$ cat src/rtl/eth_tlpsend_pkg.sv
// eth_tlp_pkg: definitions shared between the TLP tap and the TLP sender.
//   TLP_FIFO_W   : width of one tap-format FIFO word
//   *_LSB / *_BIT: field offsets inside a FIFO word
//   tlp_word_t   : unpacked view {keep, data, last, user}; same bit layout as the FIFO word
//   tx_state_t   : sender frame state
//   tlp_unpack() : FIFO word -> tlp_word_t
package eth_tlp_pkg;

  localparam int TLP_FIFO_W = 74;
  localparam int KEEP_LSB   = 66;
  localparam int DATA_LSB   = 2;
  localparam int LAST_BIT   = 1;
  localparam int USER_BIT   = 0;

  typedef struct packed {
    logic [7:0]  keep;
    logic [63:0] data;
    logic        last;
    logic        user;
  } tlp_word_t;

  typedef enum logic [1:0] {
    IDLE  = 2'd0,
    FRAME = 2'd1,
    DROP  = 2'd2
  } tx_state_t;

  function automatic tlp_word_t tlp_unpack(input logic [TLP_FIFO_W-1:0] w);
    tlp_word_t t;
    t.keep = w[KEEP_LSB +: 8];
    t.data = w[DATA_LSB +: 64];
    t.last = w[LAST_BIT];
    t.user = w[USER_BIT];
    return t;
  endfunction

endpackage

$ cat src/rtl/eth_tlpsend_axis_skid2.sv
// axis_skid2: 2-entry, FIFO-ordered output buffer that drives the AXIS
// master registers directly.
//   clk_i, rst_i      : clock, synchronous active-high reset
//   push_i/push_word_i: write one word (caller guarantees room)
//   tready_i          : downstream ready
//   t*_o              : AXIS outputs, all taken from the head register
//   pop_o             : output handshake this cycle (tvalid && tready)
//   occ_o             : number of held words (0..2)
//
// Handshake: a beat transfers on a rising edge where tvalid_o && tready_i;
// while tvalid_o && !tready_i the head register is not written, so every
// output stays stable until accepted.
module axis_skid2
  import eth_tlp_pkg::*;
(
  input  logic        clk_i,
  input  logic        rst_i,
  input  logic        push_i,
  input  tlp_word_t   push_word_i,
  input  logic        tready_i,
  output logic [63:0] tdata_o,
  output logic [7:0]  tkeep_o,
  output logic        tlast_o,
  output logic        tuser_o,
  output logic        tvalid_o,
  output logic        pop_o,
  output logic [1:0]  occ_o
);

  logic [1:0] occ_q, occ_d;
  tlp_word_t  head_q, head_d;
  tlp_word_t  tail_q, tail_d;

  assign tvalid_o = (occ_q != 2'd0);
  assign pop_o    = tvalid_o && tready_i;
  assign occ_o    = occ_q;
  assign tdata_o  = head_q.data;
  assign tkeep_o  = head_q.keep;
  assign tlast_o  = head_q.last;
  assign tuser_o  = head_q.user;

  always_ff @(posedge clk_i) begin
    if (rst_i) begin
      occ_q  <= 2'd0;
      head_q <= '0;
      tail_q <= '0;
    end else begin
      occ_q  <= occ_d;
      head_q <= head_d;
      tail_q <= tail_d;
    end
  end

  // head_q is the oldest word; tail_q is only meaningful at occ=2.
  always_comb begin
    occ_d  = occ_q;
    head_d = head_q;
    tail_d = tail_q;
    unique case ({push_i, pop_o})
      2'b10: begin
        if (occ_q == 2'd0) begin
          head_d = push_word_i;
          occ_d  = 2'd1;
        end else if (occ_q == 2'd1) begin
          tail_d = push_word_i;
          occ_d  = 2'd2;
        end
      end
      2'b01: begin
        if (occ_q == 2'd2) head_d = tail_q;
        occ_d = occ_q - 2'd1;
      end
      2'b11: begin
        // Occupancy unchanged; the new word lands behind whatever remains.
        if (occ_q == 2'd1) begin
          head_d = push_word_i;
        end else begin
          head_d = tail_q;
          tail_d = push_word_i;
        end
      end
      default: ;
    endcase
  end

endmodule

$ cat src/rtl/eth_tlpsend.sv
// eth_tlpsend: pops tap-format TLP words from a standard (non-FWFT) FIFO and
// replays them as a 64-bit AXI4-Stream, truncating frames longer than
// MAX_BEATS and counting emitted / truncated frames.
//   clk156, sys_rst : clock, synchronous active-high reset
//   rd_en/dout/empty: FIFO read side; dout valid the cycle after rd_en
//   m_axis_*        : AXIS master (tdata, tkeep, tlast, tuser, tvalid, tready)
//   stat_pkts       : frames emitted with tlast (wraps)
//   stat_trunc      : frames truncated (saturates)
//   dbg_state       : current frame state
// C_DATA_WIDTH must stay 64; the word format fixes the data field width.
module eth_tlpsend
  import eth_tlp_pkg::*;
#(
  parameter int C_DATA_WIDTH = 64,
  parameter int MAX_BEATS    = 256
) (
  input  logic                    clk156,
  input  logic                    sys_rst,
  output logic                    rd_en,
  input  logic [TLP_FIFO_W-1:0]   dout,
  input  logic                    empty,
  output logic [C_DATA_WIDTH-1:0] m_axis_tdata,
  output logic [7:0]              m_axis_tkeep,
  output logic                    m_axis_tlast,
  output logic                    m_axis_tuser,
  output logic                    m_axis_tvalid,
  input  logic                    m_axis_tready,
  output logic [31:0]             stat_pkts,
  output logic [15:0]             stat_trunc,
  output tx_state_t               dbg_state
);

  localparam logic [15:0] MAX_B = 16'(MAX_BEATS);

  tx_state_t  state_q, state_d;
  logic [15:0] beat_q, beat_d;
  logic        inflight_q;
  logic [31:0] pkts_q;
  logic [15:0] trunc_q;

  tlp_word_t   in_word;
  tlp_word_t   push_word;
  logic        push;
  logic        trunc_evt;
  logic        pop;
  logic [1:0]  occ;
  logic [2:0]  committed;
  logic [15:0] beat_inc;

  assign in_word  = tlp_unpack(dout);
  assign beat_inc = beat_q + 16'd1;

  // Words already held or on their way, minus the one leaving this cycle.
  // A word that will be dropped still counts while in flight, which keeps
  // the bound conservative.
  assign committed = {1'b0, occ} + {2'b00, inflight_q} - {2'b00, pop};
  assign rd_en     = !sys_rst && !empty && (committed < 3'd2);

  // State register
  always_ff @(posedge clk156) begin
    if (sys_rst) begin
      state_q    <= IDLE;
      beat_q     <= 16'd0;
      inflight_q <= 1'b0;
    end else begin
      state_q    <= state_d;
      beat_q     <= beat_d;
      inflight_q <= rd_en;
    end
  end

  // Next-state logic: only advances when a FIFO word arrives.
  always_comb begin
    state_d = state_q;
    beat_d  = beat_q;
    if (inflight_q) begin
      unique case (state_q)
        IDLE: begin
          beat_d  = 16'd1;
          state_d = in_word.last ? IDLE : FRAME;
        end
        FRAME: begin
          beat_d = beat_inc;
          if (in_word.last)            state_d = IDLE;
          else if (beat_inc == MAX_B)  state_d = DROP;
        end
        DROP: begin
          if (in_word.last) state_d = IDLE;
        end
        default: state_d = IDLE;
      endcase
    end
  end

  // Output logic: what to push into the buffer for the arriving word.
  always_comb begin
    push      = 1'b0;
    push_word = in_word;
    trunc_evt = 1'b0;
    if (inflight_q) begin
      unique case (state_q)
        IDLE:  push = 1'b1;
        FRAME: begin
          push = 1'b1;
          // Limit reached without end of frame: close it as an aborted frame.
          if (!in_word.last && (beat_inc == MAX_B)) begin
            push_word.last = 1'b1;
            push_word.user = 1'b1;
            trunc_evt      = 1'b1;
          end
        end
        default: push = 1'b0;
      endcase
    end
  end

  always_ff @(posedge clk156) begin
    if (sys_rst) begin
      pkts_q  <= 32'd0;
      trunc_q <= 16'd0;
    end else begin
      if (pop && m_axis_tlast) pkts_q <= pkts_q + 32'd1;
      if (trunc_evt && (trunc_q != 16'hFFFF)) trunc_q <= trunc_q + 16'd1;
    end
  end

  axis_skid2 u_skid (
    .clk_i       (clk156),
    .rst_i       (sys_rst),
    .push_i      (push),
    .push_word_i (push_word),
    .tready_i    (m_axis_tready),
    .tdata_o     (m_axis_tdata),
    .tkeep_o     (m_axis_tkeep),
    .tlast_o     (m_axis_tlast),
    .tuser_o     (m_axis_tuser),
    .tvalid_o    (m_axis_tvalid),
    .pop_o       (pop),
    .occ_o       (occ)
  );

  assign stat_pkts  = pkts_q;
  assign stat_trunc = trunc_q;
  assign dbg_state  = state_q;

endmodule

$ cat config.mk
export PLATFORM = sky130hd
export DESIGN_NAME = eth_tlpsend
export DESIGN_NICKNAME = d
export VERILOG_FILES = /design/src/rtl/eth_tlpsend_pkg.sv /design/src/rtl/eth_tlpsend_axis_skid2.sv /design/src/rtl/eth_tlpsend.sv
export SDC_FILE = /design/constraint.sdc
export NUM_CORES = 1
export LEC_CHECK = 0
export BUFFER_PORTS_ARGS = -buffer_cell sky130_fd_sc_hd__buf_4
export CAP_MARGIN = 15
export CORE_ASPECT_RATIO = 2
export CORE_MARGIN = 8
export CORE_UTILIZATION = 50
export CTS_CLUSTER_SIZE = 8
export DETAILED_ROUTE_END_ITERATION = 8
export PLACE_DENSITY = 0.76
export SYNTH_ARGS = -nofsm -noshare
export SYNTH_HDL_FRONTEND = slang
export SYNTH_HIERARCHICAL = 1
export SYNTH_SLANG_ARGS = --single-unit
$ cat constraint.sdc
create_clock -name clk156 -period 2.7 [get_ports clk156]
set_input_delay 0.54 -clock clk156 [delete_from_list [all_inputs] [get_ports clk156]]
set_output_delay 0.54 -clock clk156 [all_outputs]
set_load 0.02 [all_outputs]
Word-level counts from Yosys, hierarchy flattened:

Cells that the tools add are included.

* flip-flop bits (word level): 217
* word-level logic and storage cells: 83

* reduce and logical (&&, ||, !) cells: 22
* add/sub/neg operators: 6
* muxes and demuxes: 24
* equality and inequality tests: 16
* $lt $le $gt $ge: 1

Operators by type and width (count)
* 74-bit two-way mux: 5
* 74-bit one-hot mux with 3 select lines: 1
* 74-bit one-hot mux with 2 select lines: 1
* 16-bit by 1-bit adder with 16-bit output, second input constant: 2
* 32-bit by 1-bit adder with 32-bit output, second input constant: 1
* 16-bit one-hot mux with 2 select lines: 1
* 16-bit by 9-bit == test with 1-bit output, second input constant: 1
* 2-bit two-way mux: 8
* 16-bit inequality test, second input constant: 1
* 3-bit AND reduction: 3
* 2-bit == test, second input constant: 4
* 2-bit nonzero test: 4
* 2-bit by 1-bit == test with 1-bit output, second input constant: 3
* 1-bit logical AND: 6
* 1-bit two-way mux: 6
* 2-bit inequality test, second input constant: 3
* 2-bit one-hot mux with 3 select lines: 1
* 2-bit logical NOT: 2
* 2-bit by 1-bit inequality test with 1-bit output, second input constant: 2
* 2-bit one-hot mux with 2 select lines: 1
* 2-bit AND reduction: 2
* 2-bit by 1-bit adder with 3-bit output: 1
* 1-bit logical NOT: 3
* 3-bit by 2-bit less-than comparator with 1-bit output, second input constant: 1
* other kinds (6): 6

Logic depth before layout (Yosys ltp):

* word-level depth: 9
* mapped depth: 10
* mapped depth without buffers: 9

Hierarchy:

Netlist, hierarchy kept.

By module, submodules not included
* axis_skid2: times used 1, cells each 780, area each 6478.7 sq um, sequential area each 3002.9 sq um
* eth_tlpsend: times used 1, cells each 442, area each 3580.9 sq um, sequential area each 1341.3 sq um

Worst setup path before layout:

Ideal clock, no wire load.

* path type: register to output
* from: register u_skid.occ_q[1] (netlist: u_skid/occ_o[1])
* to: output port rd_en
* stages on the path, launching flop included: 9
* data required time: 2160 ps
* path slack: -460 ps
* arrival: 2620 ps
* cells stage by stage: dfxtp_1 > inv_1 > ha_1 > and2b_2 > ha_1 > nand2b_1 > fa_1 > xor2_1 > nor4b_1

* word-level cells in the longest chain between the ends: 5
* elaborated cells between the ends (all ways): 6
* those cells by class: add/sub (2); order compare (1); reduce/logical (3)

Ends and longest elaborated chain
* start, declared: line eth_tlpsend_axis_skid2.sv:30 `logic [1:0] occ_q, occ_d;`
* start signal, assigned: line eth_tlpsend_axis_skid2.sv:44 `occ_q <= 2'd0;`
* start signal, assigned: line eth_tlpsend_axis_skid2.sv:48 `occ_q <= occ_d;`
* 2-bit nonzero test: line eth_tlpsend_axis_skid2.sv:34 `assign tvalid_o = (occ_q != 2'd0);`
* 1-bit logical AND: line eth_tlpsend_axis_skid2.sv:35 `assign pop_o = tvalid_o && tready_i;`
* via pop: line eth_tlpsend.sv:45 `logic pop;`
* 3-bit by 1-bit subtractor with 3-bit output: line eth_tlpsend.sv:56 `assign committed = {1'b0, occ} + {2'b00, inflight_q} - {2'b00, pop};`
* 3-bit by 2-bit less-than comparator with 1-bit output: line eth_tlpsend.sv:57 `assign rd_en = !sys_rst && !empty && (committed < 3'd2);`
* 1-bit logical AND: line eth_tlpsend.sv:57
* end, declared: line eth_tlpsend.sv:19 `output logic rd_en,`

The timed path passes the listed nets, and every way through them passes these cells.

Worst setup path in the final report:

Same ends and word-level chain as after synthesis.

==> out/results.txt <==
Worst Hold Class: input port to register
Synth async-reset ratio: 0%
Yosys top cell area share: 43.18%
headroom to the max-slew limit: 47.79%
Final Max Tran Viols: 0
ys flop type: dfxtp_1
Synth cell types: 58
fraction of layout cells with a size suffix above 1: 21.88%
fmax: 317.2 MHz
vias in the first global route: 9476
final core occ: 64.20%
gr usage total: 23.13%
Max-cap violations: 0
PortBufs: 203
number of synthesized flops with an enable pin: 0
VDD IR-drop max: 710.0 uV
cell taking the most area after synthesis: dfxtp_1
remaining antenna violation count: 0
number of buffers inserted by hold repair at cts: 0
Sink Count: 217
Hold Slack: 0.2113 ns
Max Buffers Root-to-Sink: 3
FILL cells: 1737
Placed Cells: 1630
Layout area overhead: 26.49%
clock buffer count from CTS: 31
root buffer cell: clkbuf_16
pin count of the biggest net entering global routing: 73
total negative slack: -0.4524 ns
failing checks: setup timing
drt first pass iters: 5
HPWL after detailed placement: 20.44 mm
CP Class: register to output port
total gr overflow: 0
full die area: 25190 sq um
Layout Cells excl Fill: 1667
initial antenna violation count: 2
mean area per synthesized cell: 8.232 sq um
core area: 19820 sq um
Core Rows: 73
# nets final: 1491
DRC errors left: 0
via total after detailed routing: 9571
post-synthesis sequential area ratio: 43.18%
first-pass GRT wire length: 47.58 mm
Final Setup Violations: 1
Mapped Area: 10060 sq um
Routed WL per cell: 17.90 um
CP endpoint kind: output port
CTS HTree Levels: 1
PnR worst setup slack: -0.4524 ns
Tmin final: 3.152 ns
Seq cells post-synth: 217
status: finished with violations
RSZ-0062 raised after global routing: yes
chip width: 116.3 um
critical path required time: 2.16 ns
initial core utilization: 50.75%
worst skew pair latency: 0.54 ns
Clock transition at path regs: 0.06 ns
CTS tree: built
WL final: 29.85 mm
Tcrit/Tclk final: 116.8%
Final GP Congestion: 0.9160
Yosys warnings: 6
Final Skew: 0.01271 ns
vias per std cell: 5.741
Die H: 216.6 um
flop2flop setup slack: 0.17 ns
power density over cell area: 963.4 nW/um^2
CP max FO: 2
Syn Inst Count: 1222
Starting DRT DRC Count: 682
final hold vios: 0
io pins: 204
syn_nets: 1311
pre-CTS WS: -0.08865 ns
most area-consuming cells after synthesis: dfxtp_1, nand2_1, a2111oi_0
Least-Margin Pin Slew: 0.7830 ns
crit path launch type: register
Critical Path AT: 2.61 ns
Pleak: 0.004996 uW
==> worst paths after layout <==
check,start,end,cells after the start
hold reg to reg,u_skid/tail_q[24],u_skid/tail_q[24],2
hold / removal,empty,inflight_q,2
setup reg to reg,u_skid/occ_o[1],u_skid/tdata_o[13],8
setup / recovery,u_skid/occ_o[1],rd_en,9
==> through the flow <==
step                      power [uW]  instance area [sq um]
after CTS                      12350                  12710
after detailed placement        8975                  11900
after global routing           12920                  12720
after floorplan                 7098                  10110
after global placement          8947                  11900
final                          12260                  12720
==> registers in the layout, summed over array words and instances (netlist names) <==
| signal | flops |
|---|---|
| u_skid/tail_q | 74 |
| u_skid/tdata_o | 64 |
| stat_pkts | 32 |
| beat_q | 16 |
| stat_trunc | 16 |
| u_skid/tkeep_o | 8 |
| dbg_state | 2 |
| u_skid/occ_o | 2 |
| inflight_q | 1 |
| u_skid/tlast_o | 1 |
| u_skid/tuser_o | 1 |
==> routing by layer <==
metal  vias up  track usage [%]  wire length, um
li1       4706                -                -
met2       265            42.90            16060
met4         0            10.27             1013
met5         -                0                0
met1      4540            24.20            11000
met3        60            4.178             1767
==> cell usage in the layout, fill, tap and decap left out, types with 9 or more instances in the layout <==
master     netlist  routed
buf_4            0     246
dfxtp_1        217     214
nand2_1        188     188
a21oi_1        109     108
inv_1           88      86
and3_1          86      86
a211oi_1        77      77
a2111oi_0       74      73
nor2_1          50      49
clkbuf_16        0      31
nand3_1         27      27
nand4_1         21      21
xor2_1          21      20
xnor2_1         14      14
or3_1           13      13
o21ai_0         12      12
o31ai_1         11      11
or4_1           11      11
nor2b_1         10      10
nor3_1           9       9
and4_1           9       9
==> power breakdown <==
part	internal, uW	switching [uW]
logic	1760	2940
clock network	2000	1300
registers	3870	390
total	7630	4630
==> layout make-up <==
class                           count  area, sq um  area share [%]
Tap cell                          262        327.8           2.576
Clock inverter                      1        8.758         0.06883
Sequential cell                   217         4350           34.19
Timing Repair Buffer              250         1918           15.07
Clock buffer                       33        783.3           6.155
Inverter                           88        332.8           2.616
Multi-Input combinational cell    814         4999           39.28
Antenna cell                        2        5.005         0.03933
==> synth_stat cells (10+ instances only) <==
library cell	count
a2111oi_0	74
a211oi_1	77
a21oi_1	109
and3_1	86
buf_2	19
buf_6	10
clkbuf_1	67
dfxtp_1	217
ha_1	10
inv_1	88
nand2_1	188
nand3_1	27
nand4_1	21
nor2_1	50
nor2b_1	10
o21ai_0	12
o31ai_1	11
or3_1	13
or4_1	11
xnor2_1	14
xor2_1	21
==> kinds of logic after synthesis <==
kind of cell / count (synthesis) / share of synthesized area (%)
adders and majority gates: 11 / 1.443
DFF: 217 / 43.18
and+or+nand+nor: 457 / 22.85
xor gates and xnor gates: 35 / 3.047
muxes: 5 / 0.5348
buffers and inverters: 191 / 8.122
AOI/OAI and AO/OA: 306 / 20.82
==> worst max-delay path: stages, from the launching register on <==
cell and delay (ns):
dfxtp_4 0.35, inv_4 0.06, ha_4 0.12, and2b_2 0.23, ha_4 0.21, nand2b_4 0.13, fa_2 0.35, xor2_2 0.20
nor4b_4 0.23, buf_4 0.19
==> repair_timing <==
item                       in CTS  in global routing
gates resized for setup         2                  3
buffers inserted                1                  0
pin swaps                       3                  0
setup endpoints to repair       1                  5
No activity file was read; power rests on OpenSTA's default activity.
